<file path="config.mk">
export PLATFORM = sky130hd
export DESIGN_NAME = adc_range_ctrl
export DESIGN_NICKNAME = d
export VERILOG_FILES = /design/src/rtl/adc_range_ctrl.sv
export SDC_FILE = /design/constraint.sdc
export NUM_CORES = 1
export LEC_CHECK = 0
export ABC_AREA = 0
export BUFFER_PORTS_ARGS = -buffer_cell sky130_fd_sc_hd__buf_4
export CORE_ASPECT_RATIO = 0.9
export CORE_UTILIZATION = 45
export DETAILED_ROUTE_END_ITERATION = 10
export GPL_ROUTABILITY_DRIVEN = 0
export PLACE_DENSITY = 0.7
export RECOVER_POWER = 100
export SLEW_MARGIN = 30
export SYNTH_ARGS = -nofsm -noshare
export SYNTH_HDL_FRONTEND = slang
export SYNTH_SLANG_ARGS = --single-unit
</file>
<file path="constraint.sdc">
create_clock -name i_clk -period 4.73 [get_ports i_clk]
set_input_delay 0.946 -clock i_clk [delete_from_list [all_inputs] [get_ports i_clk]]
set_output_delay 0.946 -clock i_clk [all_outputs]
set_load 0.005 [all_outputs]
</file>
<file path="src/rtl/adc_range_ctrl.sv">
// Auto-ranging gain controller for the LTC2313-14 beam-current front end; range steps apply 1 clk after
// PENDING with the ADC idle, then busy holds for SETTLE_CYCLES+1 clocks. ADC_RANGE_STATS_EN adds step counters.
module adc_range_ctrl #(
  parameter int DATA_WIDTH    = 14,
  parameter int HI_THRESH     = 15000,
  parameter int LO_THRESH     = 1200,
  parameter int HYST_CNT      = 16,
  parameter int SETTLE_CYCLES = 2000
) (
  input  logic                  i_clk,
  input  logic                  i_fRST,
  input  logic                  i_sample_valid,
  input  logic [DATA_WIDTH-1:0] i_sample,
  input  logic                  i_adc_state,
  input  logic                  i_auto_en,
  input  logic                  i_range_wr,
  input  logic [1:0]            i_manual_range,
  input  logic                  i_flag_clr,
`ifdef ADC_RANGE_STATS_EN
  output logic [15:0]           o_up_cnt,
  output logic [15:0]           o_down_cnt,
`endif
  output logic [1:0]            o_range,
  output logic                  o_range_busy,
  output logic                  o_range_changed,
  output logic                  o_over_range
);

  localparam int HCW = $clog2(HYST_CNT + 1);
  localparam int SCW = (SETTLE_CYCLES > 1) ? $clog2(SETTLE_CYCLES) : 1;
  localparam logic [DATA_WIDTH-1:0] HI_L        = DATA_WIDTH'(HI_THRESH);
  localparam logic [DATA_WIDTH-1:0] LO_L        = DATA_WIDTH'(LO_THRESH);
  localparam logic [HCW-1:0]        HYST_MAX    = HCW'(HYST_CNT);
  localparam logic [HCW-1:0]        HYST_LAST   = HCW'(HYST_CNT - 1);
  localparam logic [SCW-1:0]        SETTLE_LAST = SCW'(SETTLE_CYCLES - 1);
  localparam logic [1:0]            RANGE_MIN   = 2'b01;
  localparam logic [1:0]            RANGE_MAX   = 2'b11;

  typedef enum logic [1:0] {MONITOR, PENDING, SWITCH, SETTLE} state_e;

  state_e           state_q, state_d;
  logic [1:0]       range_q, range_d;
  logic [1:0]       target_q, target_d;
  logic             tgt_man_q, tgt_man_d;
  logic [HCW-1:0]   hi_cnt_q, hi_cnt_d;
  logic [HCW-1:0]   lo_cnt_q, lo_cnt_d;
  logic [SCW-1:0]   settle_q, settle_d;
  logic             over_q, over_d;

  logic sample_hi, sample_lo, hi_run, lo_run, man_ok;

  assign sample_hi = i_sample_valid && (i_sample >= HI_L);
  assign sample_lo = i_sample_valid && (i_sample <= LO_L);
  // A run completes on the sample that would bring the count to HYST_CNT.
  assign hi_run = i_auto_en && (state_q == MONITOR) && sample_hi && (hi_cnt_q == HYST_LAST);
  assign lo_run = i_auto_en && (state_q == MONITOR) && sample_lo && (lo_cnt_q == HYST_LAST);
  assign man_ok = i_range_wr && (i_manual_range != 2'b00) &&
                  ((i_manual_range != range_q) || (state_q == PENDING));

  always_ff @(posedge i_clk or negedge i_fRST) begin
    if (!i_fRST) begin
      state_q   <= MONITOR;
      range_q   <= RANGE_MAX;
      target_q  <= RANGE_MAX;
      tgt_man_q <= 1'b0;
      hi_cnt_q  <= '0;
      lo_cnt_q  <= '0;
      settle_q  <= '0;
      over_q    <= 1'b0;
    end else begin
      state_q   <= state_d;
      range_q   <= range_d;
      target_q  <= target_d;
      tgt_man_q <= tgt_man_d;
      hi_cnt_q  <= hi_cnt_d;
      lo_cnt_q  <= lo_cnt_d;
      settle_q  <= settle_d;
      over_q    <= over_d;
    end
  end

  always_comb begin
    state_d   = state_q;
    range_d   = range_q;
    target_d  = target_q;
    tgt_man_d = tgt_man_q;
    settle_d  = settle_q;
    hi_cnt_d  = '0;
    lo_cnt_d  = '0;
    over_d    = over_q;

    if (hi_run && (range_q == RANGE_MAX)) begin
      over_d = 1'b1;
    end else if (i_flag_clr) begin
      over_d = 1'b0;
    end

    case (state_q)
      MONITOR: begin
        if (i_auto_en) begin
          if (sample_hi) begin
            hi_cnt_d = (hi_cnt_q == HYST_MAX) ? hi_cnt_q : hi_cnt_q + HCW'(1);
          end else if (sample_lo) begin
            lo_cnt_d = (lo_cnt_q == HYST_MAX) ? lo_cnt_q : lo_cnt_q + HCW'(1);
          end else if (!i_sample_valid) begin
            hi_cnt_d = hi_cnt_q;
            lo_cnt_d = lo_cnt_q;
          end
          if (hi_run) begin
            hi_cnt_d = '0;
            if (range_q != RANGE_MAX) begin
              state_d   = PENDING;
              target_d  = range_q + 2'd1;
              tgt_man_d = 1'b0;
            end
          end
          if (lo_run) begin
            lo_cnt_d = '0;
            if (range_q != RANGE_MIN) begin
              state_d   = PENDING;
              target_d  = range_q - 2'd1;
              tgt_man_d = 1'b0;
            end
          end
        end
      end
      PENDING: begin
        if (!i_auto_en && !tgt_man_q) begin
          state_d = MONITOR;
        end else if (!i_adc_state) begin
          state_d = SWITCH;
          range_d = target_q;
        end
      end
      SWITCH: begin
        settle_d = '0;
        state_d  = SETTLE;
      end
      SETTLE: begin
        if (settle_q == SETTLE_LAST) begin
          state_d = MONITOR;
        end else begin
          settle_d = settle_q + SCW'(1);
        end
      end
      default: state_d = MONITOR;
    endcase

    // A manual write supersedes whatever is in flight, including a same-cycle switch.
    if (man_ok) begin
      state_d   = PENDING;
      range_d   = range_q;
      target_d  = i_manual_range;
      tgt_man_d = 1'b1;
      hi_cnt_d  = '0;
      lo_cnt_d  = '0;
    end
  end

  always_comb begin
    o_range_changed = 1'b0;
    o_range_busy    = 1'b0;
    case (state_q)
      SWITCH: begin
        o_range_changed = 1'b1;
        o_range_busy    = 1'b1;
      end
      SETTLE:  o_range_busy = 1'b1;
      default: o_range_busy = 1'b0;
    endcase
  end

  assign o_range      = range_q;
  assign o_over_range = over_q;

`ifdef ADC_RANGE_STATS_EN
  logic [15:0] up_cnt_q, down_cnt_q;
  logic        applied;

  assign applied = (state_q == PENDING) && (state_d == SWITCH);

  always_ff @(posedge i_clk or negedge i_fRST) begin
    if (!i_fRST) begin
      up_cnt_q   <= '0;
      down_cnt_q <= '0;
    end else if (i_flag_clr) begin
      up_cnt_q   <= '0;
      down_cnt_q <= '0;
    end else if (applied) begin
      if ((target_q > range_q) && (up_cnt_q != 16'hFFFF)) up_cnt_q <= up_cnt_q + 16'd1;
      if ((target_q < range_q) && (down_cnt_q != 16'hFFFF)) down_cnt_q <= down_cnt_q + 16'd1;
    end
  end

  assign o_up_cnt   = up_cnt_q;
  assign o_down_cnt = down_cnt_q;
`endif

endmodule

</file>
==> impl_metrics.csv, run 1 <==
group,metric,value,unit
status,status,"finished with violations",
status,violations,"capacitance limit, slew limit",
pwr,p_per_area,373,mW/mm^2
pwr,power.leakage,0.969,nW
global_routing,antenna_found_initial,0,
synthesis,yosysWarnings,0,
placement,io_buffers,27,
synthesis,synth.most_common_cell,"dfrtp_1",
timing,setup_ws,1770,ps
timing,finalCritPeriodShare,62.6,%
detailed_routing,wl_per_cell,13.6,um
floorplan,ios,28,
floorplan,start_util,47.1,%
timing,timing.final.crit_period,2960,ps
timing,fin_setup_tns,0,ps
timing,maxSlewHeadroom,-5.93,%
timing,finalSetupViolations,0,
setup_path,endpoint_kind,"flop",
finish,antenna_cells,0,
cts,clock_latency,280,ps
timing,drv_slew,41,
placement,place_area,0.00218,sq mm
timing,rsz0062_at_grt,"false",
floorplan,die_area,0.00456,sq mm
cts,clk_pin_slew,60,ps
cts,htree_levels,2,
min_path,hold_class,"reg -> reg",
finish,drive_above_1_share,16.5,%
synthesis,synth_edf_count,0,
cts,cts_resized,0,
setup_path,worstPathRequired,4900,ps
timing,hold_viol,0,
setup_path,arrival,3130,ps
global_routing,grt_usage,19.0,%
pwr,power,0.826,mW
detailed_routing,route.detailed.drc,0,
finish,nets,275,
synthesis,synthArstFlopShare,100,%
cts,cts.path.max_buffers,2,
detailed_routing,first_pass_iters,6,
detailed_routing,viasPerCell,5.64,
finish,fin_area,0.00221,sq mm
timing,fmax,338,MHz
detailed_routing,ant_nets,0,
global_routing,overflow,0,
synthesis,synth_seq_cells,29,
job,max-cap-violations,2,
synthesis,synth_top_area_share,32.4,%
global_routing,grt_pass1_wl,6700,um
placement,preCtsSetupSlack,2140,ps
synthesis,ys.flop_type,"dfrtp_1",
cts,cts_setup_buffers,0,
floorplan,fp.dieW,71.0,um
synthesis,netlist_instances,213,
timing,holdWs,513,ps
finish,syn_to_final_growth,14.6,%
cts,numCtsBuffers,5,
cts,tritoncts,"yes",
synthesis,netlist_top_cells_count,"dfrtp_1 (25), inv_1 (22), nand2_1 (15), nor2_1 (14), o21ai_0 (11)",
synthesis,syn_nets,245,
setup_path,path_class,"reg -> reg",
finish,post-route-util,53.9,%
cts,cts_root_buf,"clkbuf_8",
synthesis,syn_area_per_cell,9.06,sq um
synthesis,synth.cell_area,0.00193,sq mm
synthesis,synth_area_leaders,"dfrtp_1 (32%), ha_1 (5.8%), dfstp_2 (5.4%), inv_1 (4.3%), nand2_1 (2.9%)",
floorplan,coreArea,0.00410,sq mm
floorplan,row_count,22,
synthesis,yosysSeqAreaShare,37.8,%
detailed_routing,first_iter_violations,78,
cts,cts_num_sinks,29,
synthesis,ys_types,54,
synthesis,synth_top_area_cell,"dfrtp_1",
floorplan,die_h,64.1,um
placement,placed_cells,284,
global_routing,grt_pass1_vias,1509,
placement,dp_hpwl,2990,um
setup_path,cp_max_fo,10,
cts,hold_buffers,0,
timing,skew,7.30,ps
detailed_routing,drt-total-wl,3960,um
global_routing,grt_max_degree,30,
timing,worstMarginPinSlew,1570,ps
finish,final_cells,291,
pwr,max-vdd-ir-drop,0.166,mV
setup_path,start_kind,"flop",
detailed_routing,vias,1642,
[area by class of cell]
class | instances | area (sq um)
Multi-Input combinational cell | 158 | 1060
Fill cell | 378 | 1890
Inverter | 22 | 82.6
Tap cell | 48 | 60.1
Timing Repair Buffer | 27 | 195
Sequential cell | 29 | 731
Clock buffer | 7 | 86.3
[power by group]
part | leakage [nW] | switching [mW] | total (mW) | internal [mW]
sequential | 0.373 | 0.0674 | 0.368 | 0.301
clock | 0.0443 | 0.0883 | 0.203 | 0.115
combinational | 0.552 | 0.136 | 0.254 | 0.118
total | 0.969 | 0.292 | 0.826 | 0.533
[cell usage in the layout, fill, tap and decap left out, types with 8 or more instances in the layout]
| cell | instances |
|---|---|
| a21oi_1 | 8 |
| buf_4 | 20 |
| dfrtp_1 | 25 |
| ha_1 | 9 |
| inv_1 | 22 |
| nand2_1 | 15 |
| nand3_1 | 8 |
| nor2_1 | 14 |
| nor3_1 | 9 |
| o21ai_0 | 11 |
[kinds of logic (layout without fill, tap and decap cells)]
logic type / after synthesis / count (layout) / synth area share (%)
AND/OR/NAND/NOR: 87 / 87 / 26.1
AO/OA/AOI/OAI: 52 / 52 / 20.2
flip-flops: 29 / 29 / 37.8
buffers and inverters: 26 / 56 / 5.12
adder cells (fa/ha/maj): 9 / 9 / 5.83
XOR/XNOR: 6 / 6 / 2.72
multiplexers: 4 / 4 / 2.20
[metal layers]
metal | share of wire, % | track usage (%) | vias up
met3 | 2.9 | 4.42 | 5
met2 | 43 | 27.6 | 18
met5 | 0 | 0 | -
met1 | 52 | 27.2 | 777
li1 | - | - | 842
met4 | 1.7 | 7.75 | 0
[flip-flops by register name, indices dropped and copies added, names as in the netlist]
register,count
settle_q,11
hi_cnt_q,5
lo_cnt_q,5
o_range,2
state_q,2
target_q,2
o_over_range,1
tgt_man_q,1
[critical path, cell delays in order (launching register included)]
cell	delay, ps
dfrtp_1	450
or3b_2	490
o311ai_0	1260
nor2b_1	410
o21ai_0	160
o31ai_1	90
[path summary, 6_finish.rpt]
check                                        start                  endpoint  slack [ps]  depth (start not counted)
max                        settle_q[4]$_DFFE_PN0P_   settle_q[5]$_DFFE_PN0P_        1770                          5
min                        target_q[1]$_DFFE_PN1P_    o_range[1]$_DFFE_PN1P_         510                          2
max reg2reg                settle_q[4]$_DFFE_PN0P_   settle_q[5]$_DFFE_PN0P_        1770                          5
min reg2reg                target_q[1]$_DFFE_PN1P_    o_range[1]$_DFFE_PN1P_         510                          2
max in group asynchronous                   i_fRST   hi_cnt_q[3]$_DFFE_PN0P_        2780                          1
min in group asynchronous                   i_fRST  o_over_range$_DFFE_PN0P_        1040                          1
(Power assumes the default switching activity.)
==> run 2: changes to the inputs <==
PLACE_DENSITY = 0.73   (was 0.7)
clock period = 2.7 ns   (was 4.73 ns; I/O delays follow)
==> run 2 against run 1 <==
The run still ends with capacitance limit, slew limit left; worst setup slack got worse by 1400 ps; register-to-register slack got worse by 1400 ps; critical path type unchanged; clock-buffer cell count increased by 1; sequential power rose by 75%; die area unchanged; highest routed layer unchanged; combinational power up 87%; flip-flop and latch count unchanged; hold slack got worse by 74 ps; first-iteration DRC count is 74% higher; clock power increased by 83%; total power rose by 81%.
==> impl_metrics.csv, run 2 (same netlist as run 1, synthesis figures left out) <==
group,metric,value,unit
global_routing,grt_max_degree,30,
detailed_routing,wl_per_cell,14.1,um
pwr,power.leakage,0.988,nW
placement,dp_hpwl,3180,um
cts,cts_num_sinks,29,
setup_path,cp_num_buf_inv,0,
finish,final_common_cell,"buf_4",
finish,drive_above_1_share,18.5,%
setup_path,cpPeakStageDelay,540,ps
timing,setup_ws,374,ps
cts,numCtsBuffers,5,
floorplan,coreArea,0.00410,sq mm
detailed_routing,viasPerCell,5.64,
finish,reg_top3,"settle_q (11), hi_cnt_q (5), lo_cnt_q (5)",
timing,timing.final.crit_period,2330,ps
setup_path,arrival,2510,ps
global_routing,grt_pass1_vias,1546,
cts,tritoncts,"yes",
min_path,hold_start,"i_flag_clr",
setup_path,crit_top_cell,"ha_1",
setup_path,endpoint_kind,"flop",
cts,cts_root_buf,"clkbuf_8",
global_routing,grt_usage,20.5,%
status,status,"finished with violations",
finish,antenna_cells,0,
finish,largest_register_ffs,11,
placement,placed_cells,288,
finish,post-route-util,54.9,%
detailed_routing,vias,1669,
timing,drv_slew,30,
setup_path,cp_max_fo,5,
pwr,power,1.49,mW
timing,finalCritPeriodShare,86.1,%
timing,maxSlewHeadroom,-6.49,%
floorplan,die_h,64.1,um
job,max-cap-violations,1,
min_path,hold_class,"in -> reg",
placement,io_buffers,27,
timing,worstMarginPinSlew,1600,ps
detailed_routing,first_pass_iters,6,
global_routing,overflow,0,
setup_path,r2r_start,"lo_cnt_q[1]$_DFFE_PN0P_",
setup_path,path_cells,"ha_1, and3_1, ha_1, or2b_1, or4_1, o211a_1, o31ai_1",
floorplan,start_util,47.1,%
setup_path,critPathTopFamily,"simple AND/OR/NAND/NOR gates",
cts,htree_levels,2,
floorplan,ios,28,
detailed_routing,drt-total-wl,4190,um
detailed_routing,ant_nets,0,
placement,preCtsSetupSlack,433,ps
cts,cts.path.max_buffers,2,
pwr,max-vdd-ir-drop,0.241,mV
cts,hold_buffers,0,
cts,cts_resized,0,
finish,regMostFlops,"settle_q",
timing,fin_setup_tns,0,ps
finish,syn_to_final_growth,16.7,%
setup_path,start_kind,"flop",
global_routing,antenna_found_initial,0,
pwr,p_per_area,662,mW/mm^2
timing,finalSetupViolations,0,
detailed_routing,route.detailed.drc,0,
setup_path,worstPathRequired,2890,ps
setup_path,path_class,"reg -> reg",
setup_path,startpoint,"lo_cnt_q[1]$_DFFE_PN0P_",
finish,final_cells,296,
timing,hold_viol,0,
detailed_routing,first_iter_violations,136,
cts,clk_pin_slew,70,ps
setup_path,cp_slowest_cell,"or4_1",
timing,fmax,430,MHz
timing,skew,4.67,ps
finish,nets,279,
floorplan,die_area,0.00456,sq mm
floorplan,row_count,22,
status,violations,"capacitance limit, slew limit",
cts,cts_setup_buffers,0,
global_routing,grt_pass1_wl,7300,um
timing,rsz0062_at_grt,"false",
cts,clock_latency,280,ps
finish,layout_common_cells,"buf_4 (26), dfrtp_1 (25), inv_1 (22)",
floorplan,fp.dieW,71.0,um
## run 2: changes by cell type in the layout (fill, tap and decap cells not counted), sizes merged
cell    delta
clkbuf     -1
buf        +6
## run 2: where the power goes
| part | internal (mW) | leakage, nW | switching [mW] |
|---|---|---|---|
| Combinational | 0.220 | 0.569 | 0.255 |
| Clock | 0.208 | 0.0455 | 0.164 |
| Sequential | 0.527 | 0.373 | 0.117 |
## run 2: worst paths after layout
path                                       endpoint  cells past startpoint  slack, ps
max                         target_q[1]$_DFFE_PN1P_                      7        370
max in group asynchronous   lo_cnt_q[3]$_DFFE_PN0P_                      1       1110
min reg2reg                 settle_q[0]$_DFFE_PN0P_                      1        520
max reg2reg                 target_q[1]$_DFFE_PN1P_                      7        370
min                        o_over_range$_DFFE_PN0P_                      2        440
min in group asynchronous  o_over_range$_DFFE_PN0P_                      1        650
## run 2: cell type report
class | instances | area (sq um)
well taps | 48 | 60.1
inverters | 22 | 82.6
clock buffers | 8 | 90.1
multi-input cells | 158 | 1070
repair buffers | 31 | 221
fillers | 373 | 1850
flip-flops and latches | 29 | 731
## run 2: per-layer routing
layer	vias up	GRT usage [%]	part of all wire [%]	routed length, um
met5	-	0	0	0
met4	0	5.25	0.79	33
met3	4	5.36	4.5	190
met2	35	27.8	42	1740
met1	778	31.8	53	2220
li1	852	-	-	-
## run 2: metrics by stage
stage	hold WS (ps)	area [sq um]
CTS	191	2300
global route	484	2250
detailed placement	493	2210
finish	439	2250
global placement	496	2210
floorplan	244	1930
